===== config.mk =====
export PLATFORM = sky130hd
export DESIGN_NAME = rs_flag_reader
export DESIGN_NICKNAME = d
export VERILOG_FILES = /design/src/rtl/rs_flag_reader_pkg.sv /design/src/rtl/rs_flag_settle_cnt.sv /design/src/rtl/rs_flag_reader.sv
export SDC_FILE = /design/constraint.sdc
export NUM_CORES = 1
export LEC_CHECK = 0
export ABC_AREA = 1
export CAP_MARGIN = 20
export CORE_ASPECT_RATIO = 1.1
export CORE_MARGIN = 2
export CORE_UTILIZATION = 40
export CTS_BUF_LIST = sky130_fd_sc_hd__clkbuf_4
export DETAILED_ROUTE_END_ITERATION = 6
export MAX_ROUTING_LAYER = met4
export PLACE_DENSITY = 0.63
export SYNTH_ARGS = -nofsm -noshare
export SYNTH_HDL_FRONTEND = slang
export SYNTH_SLANG_ARGS = --single-unit
export TNS_END_PERCENT = 100

===== constraint.sdc =====
create_clock -name clk -period 3 [get_ports clk]
set_clock_uncertainty 0.15 [all_clocks]
set_input_delay 0.9 -clock clk [delete_from_list [all_inputs] [get_ports clk]]
set_output_delay 0.9 -clock clk [all_outputs]
set_load 0.05 [all_outputs]

===== src/rtl/rs_flag_reader_pkg.sv =====
// Shared definitions for the rsflipflop flag consumer: FSM encoding and
// the saturation limit helper for the consumed-event counter.
package rs_flag_reader_pkg;

    typedef enum logic [2:0] {
        IDLE     = 3'd0,
        SETTLE   = 3'd1,
        PRESENT  = 3'd2,
        CLEAR    = 3'd3,
        WAIT_LOW = 3'd4
    } state_t;

    // Settle counter width; LATENCY is limited to 255.
    localparam int SETTLE_W = 8;

    // All-ones value for a counter of width w (w in 1..32).
    function automatic logic [31:0] sat_max(input int unsigned w);
        logic [31:0] ones;
        ones = '1;
        return (w >= 32) ? ones : (ones >> (32 - w));
    endfunction

endpackage


===== src/rtl/rs_flag_settle_cnt.sv =====
// Loadable down-counter with a zero flag. Loads on 'load', otherwise
// decrements toward zero and holds there.
module rs_flag_settle_cnt #(
    parameter int W = 8
) (
    input  logic         clk,
    input  logic         reset,
    input  logic         init,
    input  logic         load,
    input  logic [W-1:0] load_val,
    output logic         zero
);

    logic [W-1:0] cnt_reg;

    // Count register: load has priority, then decrement while non-zero.
    always_ff @(posedge clk or negedge reset) begin
        if (!reset) begin
            cnt_reg <= '0;
        end else if (init) begin
            cnt_reg <= '0;
        end else if (load) begin
            cnt_reg <= load_val;
        end else if (cnt_reg != '0) begin
            cnt_reg <= cnt_reg - 1'b1;
        end
    end

    assign zero = (cnt_reg == '0);

endmodule


===== src/rtl/rs_flag_reader.sv =====
// Consumer for an rsflipflop event flag: detects the flag, waits a settle
// time, presents it on valid/ready, then clears the flop with a single r
// pulse that never coincides with the writer's s.
module rs_flag_reader
    import rs_flag_reader_pkg::*;
#(
    parameter int LATENCY = 2,
    parameter int CNT_W   = 8
) (
    input  logic             clk,
    input  logic             reset,
    input  logic             init,
    input  logic             flag_q,
    input  logic             flag_s,
    output logic             clr_r,
    output logic             evt_valid,
    input  logic             evt_ready,
    output logic [CNT_W-1:0] evt_count,
    output logic             merge_err,
    output logic             busy
);

    localparam logic [CNT_W-1:0]    CNT_MAX     = CNT_W'(sat_max(CNT_W));
    localparam logic [SETTLE_W-1:0] SETTLE_LOAD = (LATENCY > 0) ? SETTLE_W'(LATENCY - 1) : '0;

    state_t state_reg, state_next;
    logic   settle_zero;
    logic   settle_load;

    // Counter is armed on flag detection; with LATENCY=0 SETTLE is skipped.
    assign settle_load = (state_reg == IDLE) && flag_q;

    rs_flag_settle_cnt #(.W(SETTLE_W)) u_settle_cnt (
        .clk      (clk),
        .reset    (reset),
        .init     (init),
        .load     (settle_load),
        .load_val (SETTLE_LOAD),
        .zero     (settle_zero)
    );

    // State register.
    always_ff @(posedge clk or negedge reset) begin
        if (!reset) begin
            state_reg <= IDLE;
        end else if (init) begin
            state_reg <= IDLE;
        end else begin
            state_reg <= state_next;
        end
    end

    // Next-state logic; the clear is deferred while the writer is setting.
    always_comb begin
        state_next = state_reg;
        case (state_reg)
            IDLE:     if (flag_q) state_next = (LATENCY == 0) ? PRESENT : SETTLE;
            SETTLE:   if (settle_zero) state_next = PRESENT;
            PRESENT:  if (evt_ready) state_next = CLEAR;
            CLEAR:    if (!flag_s) state_next = WAIT_LOW;
            WAIT_LOW: state_next = IDLE;
            default:  state_next = IDLE;
        endcase
    end

    // Saturating count of accepted events.
    always_ff @(posedge clk or negedge reset) begin
        if (!reset) begin
            evt_count <= '0;
        end else if (init) begin
            evt_count <= '0;
        end else if ((state_reg == PRESENT) && evt_ready && (evt_count != CNT_MAX)) begin
            evt_count <= evt_count + 1'b1;
        end
    end

    // Sticky merge flag: a set while the flag is already owned is lost.
    always_ff @(posedge clk or negedge reset) begin
        if (!reset) begin
            merge_err <= 1'b0;
        end else if (init) begin
            merge_err <= 1'b0;
        end else if (flag_s && ((state_reg == SETTLE) || (state_reg == PRESENT) ||
                                (state_reg == CLEAR))) begin
            merge_err <= 1'b1;
        end
    end

    // clr_r must see the same-cycle s because the flop samples both on one edge.
    assign clr_r     = (state_reg == CLEAR) && !flag_s;
    assign evt_valid = (state_reg == PRESENT);
    assign busy      = (state_reg != IDLE);

endmodule


### Word level (Yosys, flattened, before mapping)

Index checks and enable logic that the tools add are counted.

* reductions and logical operators: 16
* equal/unequal tests: 8
* mux-type cells: 13
* add/sub/neg operators: 2

Operators by type and width (number)
* $mux W8: 5
* $mux W3: 5
* $pmux W3 S4: 1
* $ne A3 B3 Y1 const B: 3
* $add A8 B1 Y8 const B: 1
* $logic_not A8 Y1: 1
* $ne A8 B8 Y1 const B: 1
* $reduce_bool A8 Y1: 1
* $sub A8 B1 Y8 const B: 1
* $eq A3 B2 Y1 const B: 2
* $reduce_bool A3 Y1: 2
* $logic_and A1 B1 Y1: 5
* $reduce_and A4 Y1: 1
* $reduce_bool A2 Y1: 2
* $eq A3 B1 Y1 const B: 1
* $logic_not A3 Y1: 1
* $ne A3 B2 Y1 const B: 1
* $logic_or A1 B1 Y1: 2
* $mux W1: 2
* $logic_not A1 Y1: 1

* input port bits: 6
* logic and storage cells: 43
* register bits after elaboration: 20

### Longest topological paths before layout

Gate-level depths: netlist (run 1).

* word-level depth: 6
* mapped depth: 9

### Hierarchy

A second synthesis (run 1) with hierarchy kept.

* cells, all modules: 198
* area, all modules: 1418.9 µm²

Modules (own cells, without submodules)
* rs_flag_reader: cells each 116, seq. area each 300.3 µm², area an instance 830.8 µm², times used 1
* rs_flag_settle_cnt: cells each 82, seq. area each 200.2 µm², area an instance 588.1 µm², times used 1

### Worst setup path before layout (run 1)

Ideal clock, no wire load.

* path kind: input-to-output
* start: input port flag_s
* end: output port clr_r
* path slack: 0.396 ns
* cell stages on the path: 1
* data required time: 1.950 ns
* buffers on the path: 0
* arrival: 1.554 ns
* path through: nor2_1

* longest elaborated chain between the ends: 2

RTL lines
* from (decl): line rs_flag_reader.sv:14 `input logic flag_s,`
* $logic_not A1 Y1: line rs_flag_reader.sv:90 `assign clr_r = (state_reg == CLEAR) && !flag_s;`
* $logic_and A1 B1 Y1: line rs_flag_reader.sv:90
* to (decl): line rs_flag_reader.sv:15 `output logic clr_r,`

No other way between the ends.

### Final worst setup path (run 1)

* start: register state_reg[1]
* end: output port busy

* longest elaborated chain between the ends: 1

RTL lines
* from (decl): line rs_flag_reader.sv:26 `state_t state_reg, state_next;`
* from (signal assigned): line rs_flag_reader.sv:49 `state_reg <= state_next;`
* $reduce_bool A3 Y1: line rs_flag_reader.sv:92 `assign busy = (state_reg != IDLE);`
* to (decl): line rs_flag_reader.sv:20 `output logic busy`

No other way between the ends.

==> results.sh, run 1 <==
export IMPL_grt_setup_unrepaired="no"
export IMPL_post_synth_top_area_cell="dfrtp_1"
export IMPL_yosysWarnings=0
export IMPL_clkSinkCount=20
export IMPL_clock_path_buffers=2
export IMPL_finalSetupTns_ps=0
export IMPL_mostFrequentLayoutCells="nand2_1 (34), inv_1 (25), nand3_1 (23)"
export IMPL_gr_total_overflow=0
export IMPL_die_w_um=57.2
export IMPL_cts_repair_resize_count=0
export IMPL_setup_violations_final=0
export IMPL_detail_route_drc_violations=0
export IMPL_placement_io_buffers=17
export IMPL_clock_root_buffer="clkbuf_4"
export IMPL_synth_area_top_cells="dfrtp_1 (40%), nand2_1 (10%), nand3_1 (9.2%)"
export IMPL_grt_pass1_vias=1113
export IMPL_hold_class="reg -> reg"
export IMPL_synth_seq_area_share_pct=40.2
export IMPL_cts_repair_timing_setup_buffer_count=0
export IMPL_post_synth_top_area_fraction_pct=40.2
export IMPL_avgSynthCellArea_um2=7.59
export IMPL_drt_antenna_violating_nets=0
export IMPL_antenna_cells=0
export IMPL_slew_headroom_pct=66.6
export IMPL_avgViaCountPerCell=5.08
export IMPL_h_tree_levels=1
export IMPL_area_growth_pct=21.0
export IMPL_critPathRequiredTime_ps=1950
export IMPL_top_level_ports=18
export IMPL_groute_usage_overall_pct=16.6
export IMPL_max_cap_violations=0
export IMPL_post_cts_hold_buffer_count=0
export IMPL_instances_no_fill=219
export IMPL_numPlacedInstances=216
export IMPL_cts_buffers=3
export IMPL_synth_area_um2=1240
export IMPL_power_density_cell_area_nw_per_um2=756
export IMPL_run_status="completed"
export IMPL_routedWlPerCell_um=11.8
export IMPL_finalWirelength_mm=2.58
export IMPL_path_class="reg -> out"
export IMPL_setup_worst_path_start_class="flop"
export IMPL_critPathMaxFanout=4
export IMPL_firstDrtPassIters=4
export IMPL_postSynthRegisterBits=20
export IMPL_r2r_slack_ps=1390
export IMPL_die_area_um2=3570
export IMPL_cts_tree="yes"
export IMPL_drive_gt1_share_pct=14.6
export IMPL_core_area_um2=3000
export IMPL_leakagePower_nw=0.764
export IMPL_initial_utilization_pct=41.6
export IMPL_vdd_ir_drop_worst_mv=0.501
export IMPL_tightest_slew_ps=500
export IMPL_grt_max_degree=21
export IMPL_clock_latency_of_the_later_clocked_register_in_the_worst_skew_pair_ps=300
export IMPL_clk_pin_slew_worst_paths_ps=120
export IMPL_antenna_found_initial=0
export IMPL_filler_cell_count=321
export IMPL_placementRows=21
export IMPL_post_dp_hpwl_mm=2.01
export IMPL_setup_worst_path_end_class="output pin"
export IMPL_max_clock_freq_ghz=0.353
export IMPL_grt_pass1_wl_mm=4.72
export IMPL_number_of_standard_cells_after_synthesis=164
export IMPL_die_h_um=62.5
export IMPL_mappedNetlistNets=173
export IMPL_timing_final_crit_period_ps=2830
export IMPL_gp_routability_congestion=0.820
export IMPL_final_common_cell="nand2_1"
export IMPL_report_final_hold_viol_count=0
export IMPL_detail_route_iter0_violations=36
export IMPL_nNetsFinal=196
export IMPL_worstPathArrival_ps=1780
export IMPL_timing_max_transition_violations_final=0
export IMPL_vias=1112
export IMPL_post_route_period_util_pct=94.4
export IMPL_post_synth_num_cell_types=26
## power breakdown
part	switching, W	internal, W
sequential	0.0000408	0.000334
clock	0.0000838	0.0000468
combinational	0.000421	0.000213
## Yosys cell counts (all sizes together)
master and count:
a21oi 4, a31o 1, a31oi 1, buf 1
clkbuf 1, dfrtp 20, ha 3, inv 26
nand2 40, nand3 25, nand4 5, nor2 16
nor3 7, o21ai 8, o21bai 1, o22ai 1
or2 2, xor2 2
## cell type report
class                           count  area (µm²)  share of cell area (%)
Tap cell                           34        42.5                    2.82
Sequential cell                    20         500                    33.2
Inverter                           26         105                    6.98
Clock buffer                        3        22.5                    1.50
Timing Repair Buffer               20         205                    13.6
Multi-Input combinational cell    116         631                    41.9
## per-layer routing
layer	wire length, µm	vias up	track usage (%)
met2	1330	15	27.9
met5	0	-	-
met1	1150	518	20.3
met3	67	4	2.69
li1	-	575	-
met4	34	0	4.94
## cells by family after synthesis
| kind of cell | synth area share [%] |
|---|---|
| adders and majority gates | 3.02 |
| AOI/OAI and AO/OA | 8.04 |
| buffers and inverters | 9.14 |
| and+or+nand+nor | 38.2 |
| DFF | 40.2 |
| xor gates and xnor gates | 1.41 |
## final timing paths
check                                          end  cells past startpoint               startpoint
max                                           busy                      3             state_reg[1]
min                        u_settle_cnt.cnt_reg[3]                      2  u_settle_cnt.cnt_reg[3]
min reg2reg                u_settle_cnt.cnt_reg[3]                      2  u_settle_cnt.cnt_reg[3]
max in group asynchronous             evt_count[7]                      2                    reset
min in group asynchronous  u_settle_cnt.cnt_reg[7]                      2                    reset
max reg2reg                           state_reg[0]                      9  u_settle_cnt.cnt_reg[0]
## stage by stage
step	cell area (µm²)	hold slack, ps	setup slack, ps	total power [W]	util (%)
6_report	1510	384	167	0.00114	50.3
5_1_grt	1510	416	103	0.00124	50.3
4_1_cts	1500	386	64.1	0.00114	50.2
3_5_place_dp	1480	360	205	0.00102	49.5
3_3_place_gp	1480	347	228	0.000997	49.5
2_1_floorplan	1240	327	396	0.000863	-
## critical path, cell delays in order, from the launching register on
cell and delay (ps):
dfrtp_1 430, inv_1 100, nand3_1 130, clkdlybuf4s50_1 810
Note: power is estimated with default switching activity, not from simulation.
==> inputs of run 2 (changes only) <==
Settings changed: CTS_CLUSTER_SIZE set to 40.
==> results of run 2 <==
Same layout as run 1: the final DEF is identical, and so are final timing and power.
